### src/rtl/rr_grant_scheduler8_pkg.sv
// Shared types and helpers for the 8-way round-robin grant scheduler.
// The rotating priority search lives here so it can be reused by other arbiters.
package rr_grant_scheduler8_pkg;

  localparam int N_REQ = 8;
  localparam int IDX_W = 3;

  typedef enum logic {
    IDLE  = 1'b0,
    GRANT = 1'b1
  } arb_state_e;

  // Width of a counter that must reach max_hold; never narrower than 1 bit.
  function automatic int hold_cnt_width(input int max_hold);
    return (max_hold < 1) ? 1 : $clog2(max_hold + 1);
  endfunction

  // Rotate so ptr lands at bit 0, find the lowest set bit, then add ptr back.
  // The 3-bit add wraps modulo 8 on its own. Returns ptr when req is all-zero.
  function automatic logic [IDX_W-1:0] rr_pick(input logic [N_REQ-1:0] req,
                                               input logic [IDX_W-1:0] ptr);
    logic [N_REQ-1:0] rot;
    logic [IDX_W-1:0] off;
    rot = N_REQ'({req, req} >> ptr);
    off = '0;
    for (int i = N_REQ - 1; i >= 0; i--) begin
      if (rot[i]) off = IDX_W'(i);
    end
    return ptr + off;
  endfunction

endpackage

### src/rtl/rr_grant_scheduler8_decoder3x8.sv
// 3-to-8 one-hot decoder with an enable; output is all-zero while disabled.
module rr_grant_scheduler8_decoder3x8 (
  input  logic [2:0] idx_i,
  input  logic       en_i,
  output logic [7:0] onehot_o
);

  always_comb begin
    onehot_o = '0;
    for (int i = 0; i < 8; i++) begin
      if (en_i && (idx_i == 3'(i))) onehot_o[i] = 1'b1;
    end
  end

endmodule

### src/rtl/rr_grant_scheduler8.sv
// Round-robin scheduler: one owner at a time among 8 requesters, with a
// hold timer that revokes grants kept longer than MAX_HOLD cycles.
module rr_grant_scheduler8
  import rr_grant_scheduler8_pkg::*;
#(
  parameter int MAX_HOLD = 16
) (
  input  logic             clk,
  input  logic             rst_n,
  input  logic [N_REQ-1:0] req,
  input  logic             done,
  output logic [N_REQ-1:0] gnt,
  output logic [IDX_W-1:0] gnt_idx,
  output logic             gnt_valid,
  output logic             timeout,
  output logic             dbg_state_o,
  output logic [IDX_W-1:0] dbg_ptr_o
);

  localparam int HC_W = hold_cnt_width(MAX_HOLD);
  localparam bit TIMER_EN = (MAX_HOLD != 0);
  localparam logic [HC_W-1:0] HOLD_LAST = TIMER_EN ? HC_W'(MAX_HOLD - 1) : '0;
  localparam logic [HC_W-1:0] HOLD_SAT  = HC_W'(MAX_HOLD);

  // Handshake: req[i] is a level held until served; once granted, the owner
  // keeps gnt until it pulses done, drops req[i], or the hold timer expires.
  // A released grant is always followed by exactly one cycle with gnt=0.

  arb_state_e       state_q, state_d;
  logic [IDX_W-1:0] ptr_q, ptr_d;
  logic [IDX_W-1:0] idx_q, idx_d;
  logic [HC_W-1:0]  hold_q, hold_d;
  logic             timeout_q, timeout_d;

  logic             rel_done;
  logic             rel_drop;
  logic             rel_timer;
  logic [IDX_W-1:0] winner;

  assign winner    = rr_pick(req, ptr_q);
  assign rel_done  = done;
  assign rel_drop  = ~req[idx_q];
  assign rel_timer = TIMER_EN && (hold_q == HOLD_LAST);

  always_comb begin
    state_d   = state_q;
    ptr_d     = ptr_q;
    idx_d     = idx_q;
    hold_d    = hold_q;
    timeout_d = 1'b0;
    case (state_q)
      IDLE: begin
        if (|req) begin
          state_d = GRANT;
          idx_d   = winner;
          hold_d  = '0;
        end
      end
      GRANT: begin
        if (rel_done || rel_drop || rel_timer) begin
          state_d   = IDLE;
          ptr_d     = idx_q + IDX_W'(1);
          timeout_d = rel_timer && !rel_done && !rel_drop;
        end else if (hold_q != HOLD_SAT) begin
          hold_d = hold_q + HC_W'(1);
        end
      end
      default: begin
        state_d = IDLE;
      end
    endcase
  end

  always_ff @(posedge clk) begin
    if (!rst_n) begin
      state_q   <= IDLE;
      ptr_q     <= '0;
      idx_q     <= '0;
      hold_q    <= '0;
      timeout_q <= 1'b0;
    end else begin
      state_q   <= state_d;
      ptr_q     <= ptr_d;
      idx_q     <= idx_d;
      hold_q    <= hold_d;
      timeout_q <= timeout_d;
    end
  end

  assign gnt_idx     = idx_q;
  assign gnt_valid   = (state_q == GRANT);
  assign timeout     = timeout_q;
  assign dbg_state_o = state_q;
  assign dbg_ptr_o   = ptr_q;

  rr_grant_scheduler8_decoder3x8 u_dec (
    .idx_i    (idx_q),
    .en_i     (gnt_valid),
    .onehot_o (gnt)
  );

endmodule

### config.mk
export PLATFORM = sky130hd
export DESIGN_NAME = rr_grant_scheduler8
export DESIGN_NICKNAME = d
export VERILOG_FILES = /design/src/rtl/rr_grant_scheduler8_pkg.sv /design/src/rtl/rr_grant_scheduler8_decoder3x8.sv /design/src/rtl/rr_grant_scheduler8.sv
export SDC_FILE = /design/constraint.sdc
export NUM_CORES = 1
export LEC_CHECK = 0
export ABC_AREA = 1
export CAP_MARGIN = 20
export CORE_MARGIN = 2
export CORE_UTILIZATION = 45
export DETAILED_ROUTE_END_ITERATION = 10
export DONT_BUFFER_PORTS = 1
export PLACE_DENSITY = 0.66
export SYNTH_ARGS = -nofsm -noshare
export SYNTH_HDL_FRONTEND = slang
export SYNTH_SLANG_ARGS = --single-unit
### constraint.sdc
create_clock -name clk -period 3.18 [get_ports clk]
set_input_delay 0.636 -clock clk [delete_from_list [all_inputs] [get_ports clk]]
set_output_delay 0.636 -clock clk [all_outputs]
set_load 0.05 [all_outputs]
# After elaboration in Yosys (flattened, before gate mapping)
# Cells that the tools add are included.
dict set report op_classes {
  add_sub_neg 3
  magnitude_cmp 1
  eq_ne 12
  shifts 1
  n_mux 25
  bitwise_logic 2
  n_reduce_logical 19
}
# cell n
set ops {}
lappend ops {{two-way mux 3 bit} 8}
lappend ops {{>> shifter 16 x 3 -> 8 bit} 1}
lappend ops {{two-way mux 5 bit} 3}
lappend ops {{equality test 3 bit (second input constant)} 4}
lappend ops {{two-way mux 1 bit} 11}
lappend ops {{logical AND 1 bit} 10}
lappend ops {{one-hot mux 5 bit (2 select lines)} 1}
lappend ops {{OR reduction 8 bit} 1}
lappend ops {{equality test 3 x 2 -> 1 bit (second input constant)} 2}
lappend ops {{AND reduction 3 bit} 2}
lappend ops {{adder 5 x 1 -> 5 bit (second input constant)} 1}
lappend ops {{equality test 5 x 4 -> 1 bit (second input constant)} 1}
lappend ops {{inequality test 5 bit (second input constant)} 1}
lappend ops {{< comparator 3 x 4 -> 1 bit (second input constant)} 1}
lappend ops {{inequality test 2 bit (second input constant)} 2}
lappend ops {{AND reduction 2 bit} 2}
lappend ops {{adder 3 x 1 -> 3 bit (second input constant)} 1}
lappend ops {{adder 3 bit} 1}
lappend ops {{binary-select mux 1 bit (select 3 bit)} 1}
lappend ops {{equality test 3 x 1 -> 1 bit (second input constant)} 1}
lappend ops {{zero test 3 bit} 1}
lappend ops {{logical OR 1 bit} 2}
lappend ops {{inequality test 2 x 1 -> 1 bit (second input constant)} 1}
lappend ops {{inverter 1 bit} 2}
lappend ops {{other kinds (2)} 2}
dict set report totals {
  ff_bits 13
  out_inout_bits 17
  word_cells 68
}

# Depth between registers and ports, before layout
dict set report depth {
  ltp_word 10
  mapped_depth 21
  mapped_depth_nobuf 20
}

# Cells and area by module
# From an unflattened synthesis, not the netlist that was laid out.
dict set report unflattened {
  cells_unflattened 226
  hier_area_um2 1297.5
}
# module instances cells_each area_each_um2 seq_area_each_um2
set by_module_without_submodules {}
lappend by_module_without_submodules {rr_grant_scheduler8 1 209 1233.7 260.2}
lappend by_module_without_submodules {rr_grant_scheduler8_decoder3x8 1 17 63.8 0.0}

# Worst setup path after synthesis
# Ideal clock, no wire load.
dict set report synth_timing {
  path_type {reg2reg}
  startpoint {register ptr_q[0], in the netlist dbg_ptr_o[0]}
  endpoint {register idx_q[2], in the netlist gnt_idx[2]}
  setup_ns 0.114
  arrival_ns 2.533
  setup_slack_ns 0.533
  stages_incl_launch_ff 22
  path_buffers 1
  period_less_slack_ns 2.647
  path_cell_list {dfxtp_1 -> buf_4 -> inv_2 -> nand2_1 -> nand3_1 -> nand2_1 -> nand2_1 -> nand2_1 -> nand2_1 -> nand2_1 -> nand2_1 -> nand2_1 -> nand2_1 -> a21oi_1 -> ha_1 -> inv_1 -> fa_1 -> xor2_1 -> inv_1 -> nand3_1 -> nand3_1 -> nand2_1}
}
dict set report synth_between {
  elab_chain_len 10
}
# item line
set synth_lines {}
lappend synth_lines {{start, declared} rr_grant_scheduler8.sv:30} ;# logic [IDX_W-1:0] ptr_q, ptr_d;
lappend synth_lines {{start signal, assigned} rr_grant_scheduler8.sv:83} ;# ptr_q <= ptr_d;
lappend synth_lines {{>> shifter 16 x 3 -> 8 bit} rr_grant_scheduler8_pkg.sv:24} ;# rot = N_REQ'({req, req} >> ptr);
lappend synth_lines {{two-way mux 3 bit (8 in a row)} rr_grant_scheduler8_pkg.sv:27} ;# if (rot[i]) off = IDX_W'(i);
lappend synth_lines {{adder 3 bit (*)} rr_grant_scheduler8_pkg.sv:29} ;# return ptr + off;
lappend synth_lines {{end signal, assigned} rr_grant_scheduler8.sv:84} ;# idx_q <= idx_d;
lappend synth_lines {{end, declared} rr_grant_scheduler8.sv:31} ;# logic [IDX_W-1:0] idx_q, idx_d;
# Mark *: on every way between the ends. The rest lies on a longest branch, timed or not.
# A chain may end at the register's enable or synchronous reset.

# Final worst setup path
# Same ends and word-level chain as after synthesis.

==> out/results.md <==
• **run status** complete, no violations
• **share of total power in the clock network** 0.120
• **crit path DAT** 2.67 ns
• **combinational power share** 0.598
• **number of cells on the worst reg-to-reg path** 20
• **internal power component** 386 µW
• **final routed wire length divided by cell count** 11.1 µm
• **min cycle time layout** 2.50 ns
• **Post-synth ARST share** 0
• **number of design rule violations left after detail routing** 0
• **Worst Path Required** 3.35 ns
• **critical path, cell by cell** inv_2, nand2_1, nand3_1, nand2_1, nand2_1, nand2_1, nand2_1, nand2_1, nand2_1, nand2_1, nand2_1, a21oi_1, ha_1, inv_1, fa_1, xor2_1, inv_1, nand3_1, nand3_1, nand2_1
• **highest net fanout along the worst path** 10
• **Via density** 5.04
• **leading post-synthesis cells by cell area** sky130_fd_sc_hd__nand2_1, sky130_fd_sc_hd__dfxtp_1, sky130_fd_sc_hd__nand3_1
• **number of top-level design ports** 28
• **root cell of the clock tree** sky130_fd_sc_hd__clkbuf_4
• **sink of the worst hold path** dbg_ptr_o[2]$_SDFFE_PN0P_
• **setup repair after global routing missed its margin** no
• **worst-skew pair later-pin latency** 0.27 ns
• **maximum number of buffers from clock root to sink** 2
• **final count of pins violating max slew** 0
• **postcts setup bufs** 0
• **Setup Crit Path Kind** flop to flop
• **Rel. slew slack** 0.557
• **number of buffers inserted for hold repair after clock tree synthesis** 0
• **via count of the routed design** 1,380
• **number of global-route vias before repair** 1,218
• **worst setup timing slack at the placement stage** 0.679 ns
• **wire length of the first global-routing pass** 5.10 mm
• **total cell area at the placement stage** 1420 µm²
• **fraction of power consumed by sequential logic** 0.282
• **distinct cell type count of the synthesized netlist** 26
• **initial core utilization** 0.478
• **Min-Delay Path Class** input port to flop
• **Cells on Worst Hold Path** 2
• **number of instances resized during post-cts repair** 0
• **Setup crit start kind** flop
• **Post-Synthesis Mean Instance Area** 5.71 µm²
• **worst min-delay path startpoint** rst_n
• **count of inserted antenna diode cells** 0
• **TritonCTS Buffers** 3
• **actual slew at the worst max-slew pin** 0.664 ns
• **quantity of I/O buffers inserted on ports** 0
• **total power per unit cell area** 565 nW/µm²
• **RePlAce Congestion** 0.807
• **Clock transition at path regs** 0.08 ns
• **half-perimeter wire length of the detailed placement result** 2.44 mm
• **number of clock sinks** 13
• **fraction of layout cells with a size suffix above 1** 0.103
• **number of nets in the final layout** 266
• **number of synthesized register bits** 13
• **Worst Setup SP** dbg_ptr_o[0]$_SDFFE_PN0P_
• **startpoint of the lowest-slack register-to-register path** dbg_ptr_o[0]$_SDFFE_PN0P_
• **Post-Route Setup TNS** 0 ns
• **wire length after detailed routing** 3.04 mm
• **biggest cell delay along the critical path** 0.52 ns
• **area added between synthesis and finish** 8.37%
• **Fmax** 400 MHz
• **Core Footprint** 2780 µm²
• **overflow left after global routing** 0
• **count of mapped cells out of synthesis** 233
• **Antenna Violating Nets Remaining** 0
• **Total Routing Usage GR** 0.188
• **count of yosys warnings during synthesis** 0
• **worst setup slack for register-to-register paths** 0.68 ns
• **buffer and inverter count on the worst path** 3
• **cell repeated most along the worst path** sky130_fd_sc_hd__nand2_1
• **share of synthesized area occupied by flip-flops and latches** 0.196
• **Setup crit end kind** flop
• **iteration-0 DRC count of the detailed router** 94
• **largest vdd supply drop** 0.392 mV
• **commonest cells after routing, fill and taps aside** sky130_fd_sc_hd__nand2_1, sky130_fd_sc_hd__nand3_1, sky130_fd_sc_hd__inv_1
• **share of the synthesized area in the top cell type** 0.234
• **first-pass iteration count of the detailed router** 4
• **die area** 3410 µm²
• **maximum number of pins on one net before global-route repair** 12
• **hold violation count in the final report** 0
• **delay-heaviest family, CP** simple AND/OR/NAND/NOR gates
• **critical register-to-register path endpoint** gnt_idx[2]$_SDFFE_PN0P_
• **total power** 814 µW
• **slowest cell on the critical path** sky130_fd_sc_hd__dfxtp_1
• **NetSw** 429 µW
• **Max Clock Skew** 0.00403 ns
• **post-route fraction of the period consumed by the critical path** 0.787
• **post-synthesis cell type with the largest combined area** sky130_fd_sc_hd__nand2_1
• **overall die height** 58.4 µm
• **antenna violations before repair** 0
• **final instance area** 1440 µm²
• **Final setup viols** 0
• **mapped cell area** 1330 µm²
• **Core Rows** 19
• **horizontal die dimension** 58.4 µm
• **sw frac** 0.526
• **share of the core filled with cells in the final layout** 0.518
• **Pleak** 0.778 nW
• **TritonCTS clock tree** done
• **Post-synth top flop** sky130_fd_sc_hd__dfxtp_1
• **H-Tree Level Count** 1
• **number of nets produced by synthesis** 255
• **post-layout worst setup margin** 0.678 ns
• **number of flops mapped to enable cells by yosys** 0
• **max-cap viol count** 0
• **most common cell after layout, fill and taps aside** sky130_fd_sc_hd__nand2_1
==> state kept, by name (all words and copies together), names as in the netlist <==
name and flops:
dbg_ptr_o 3, dbg_state_o 1, gnt_idx 3, hold_q 5
timeout 1
==> kinds of logic (layout without fill, tap and decap cells) <==
family	after synthesis	after routing	synth area share
xor+xnor	2	2	0.0132
fa+ha+maj	11	11	0.109
flops	13	13	0.196
simple gates	150	150	0.480
buf+inv	41	51	0.132
compound gates	16	16	0.0706
==> worst reg2reg max path: cells and delay by family (launching register included) <==
kind	cells	cell delay (ns)
XOR/XNOR	1	0.16
adder cells (fa/ha/maj)	2	0.52
flip-flops	1	0.52
AO/OA/AOI/OAI	1	0.12
AND/OR/NAND/NOR	13	0.82
buffers and inverters	3	0.26
==> cell type report <==
| class | instances | area (µm²) |
|---|---|---|
| clock buffer | 4 | 26.3 |
| fill | 300 | 1340 |
| inverter | 35 | 131 |
| multi-input combinational | 179 | 895 |
| sequential | 13 | 260 |
| tap | 31 | 38.8 |
| timing repair buffer | 12 | 90.1 |
==> how the worst max path moves through the flow <==
stage / cells after the start / endpoint / slack [ns]
2_1_floorplan: 21 / gnt_idx[2]$_SDFFE_PN0P_ / 0.53
3_3_place_gp: 20 / gnt_idx[2]$_SDFFE_PN0P_ / 0.71
3_5_place_dp: 20 / gnt_idx[2]$_SDFFE_PN0P_ / 0.68
4_1_cts: 16 / gnt_idx[2]$_SDFFE_PN0P_ / 0.67
5_1_grt: 20 / gnt_idx[2]$_SDFFE_PN0P_ / 0.34
6_report: 20 / gnt_idx[2]$_SDFFE_PN0P_ / 0.68
==> cells in the mapped netlist, types with 2 or more instances <==
library cell,count
sky130_fd_sc_hd__nand2_1,83
sky130_fd_sc_hd__nand3_1,37
sky130_fd_sc_hd__inv_1,31
sky130_fd_sc_hd__nor2_1,20
sky130_fd_sc_hd__dfxtp_1,13
sky130_fd_sc_hd__ha_1,10
sky130_fd_sc_hd__a21oi_1,7
sky130_fd_sc_hd__buf_4,3
sky130_fd_sc_hd__inv_2,3
sky130_fd_sc_hd__o21ai_0,3
sky130_fd_sc_hd__a21oi_2,2
sky130_fd_sc_hd__buf_2,2
sky130_fd_sc_hd__nand2_2,2
sky130_fd_sc_hd__nand4_1,2
sky130_fd_sc_hd__nor4_1,2
sky130_fd_sc_hd__o21ai_1,2
sky130_fd_sc_hd__xor2_1,2
==> per-stage QoR <==
| step | cells | hold WS (ns) |
|---|---|---|
| final | 274 | 0.502 |
| after floorplan | 233 | 0.477 |
| after global routing | 274 | 0.487 |
| after CTS | 274 | 0.498 |
| after global placement | 270 | 0.499 |
| after detailed placement | 270 | 0.498 |
==> metal layers <==
metal,up-vias,track usage,part of all wire
met3,2,0.0154,0.033
met4,0,0.0598,0.0076
met1,611,0.260,0.49
met2,16,0.310,0.47
li1,751,-,-
met5,-,0,0
==> power groups by stage <==
| stage | Clock (mW) | Combinational, mW | Sequential [mW] |
|---|---|---|---|
| global placement | 0 | 0.485 | 0.234 |
| global route | 0.109 | 0.554 | 0.234 |
| CTS | 0.102 | 0.489 | 0.230 |
| floorplan | 0 | 0.349 | 0.274 |
| detailed placement | 0 | 0.488 | 0.234 |
| finish | 0.0977 | 0.487 | 0.230 |
Note: power is estimated with default switching activity, not from simulation.
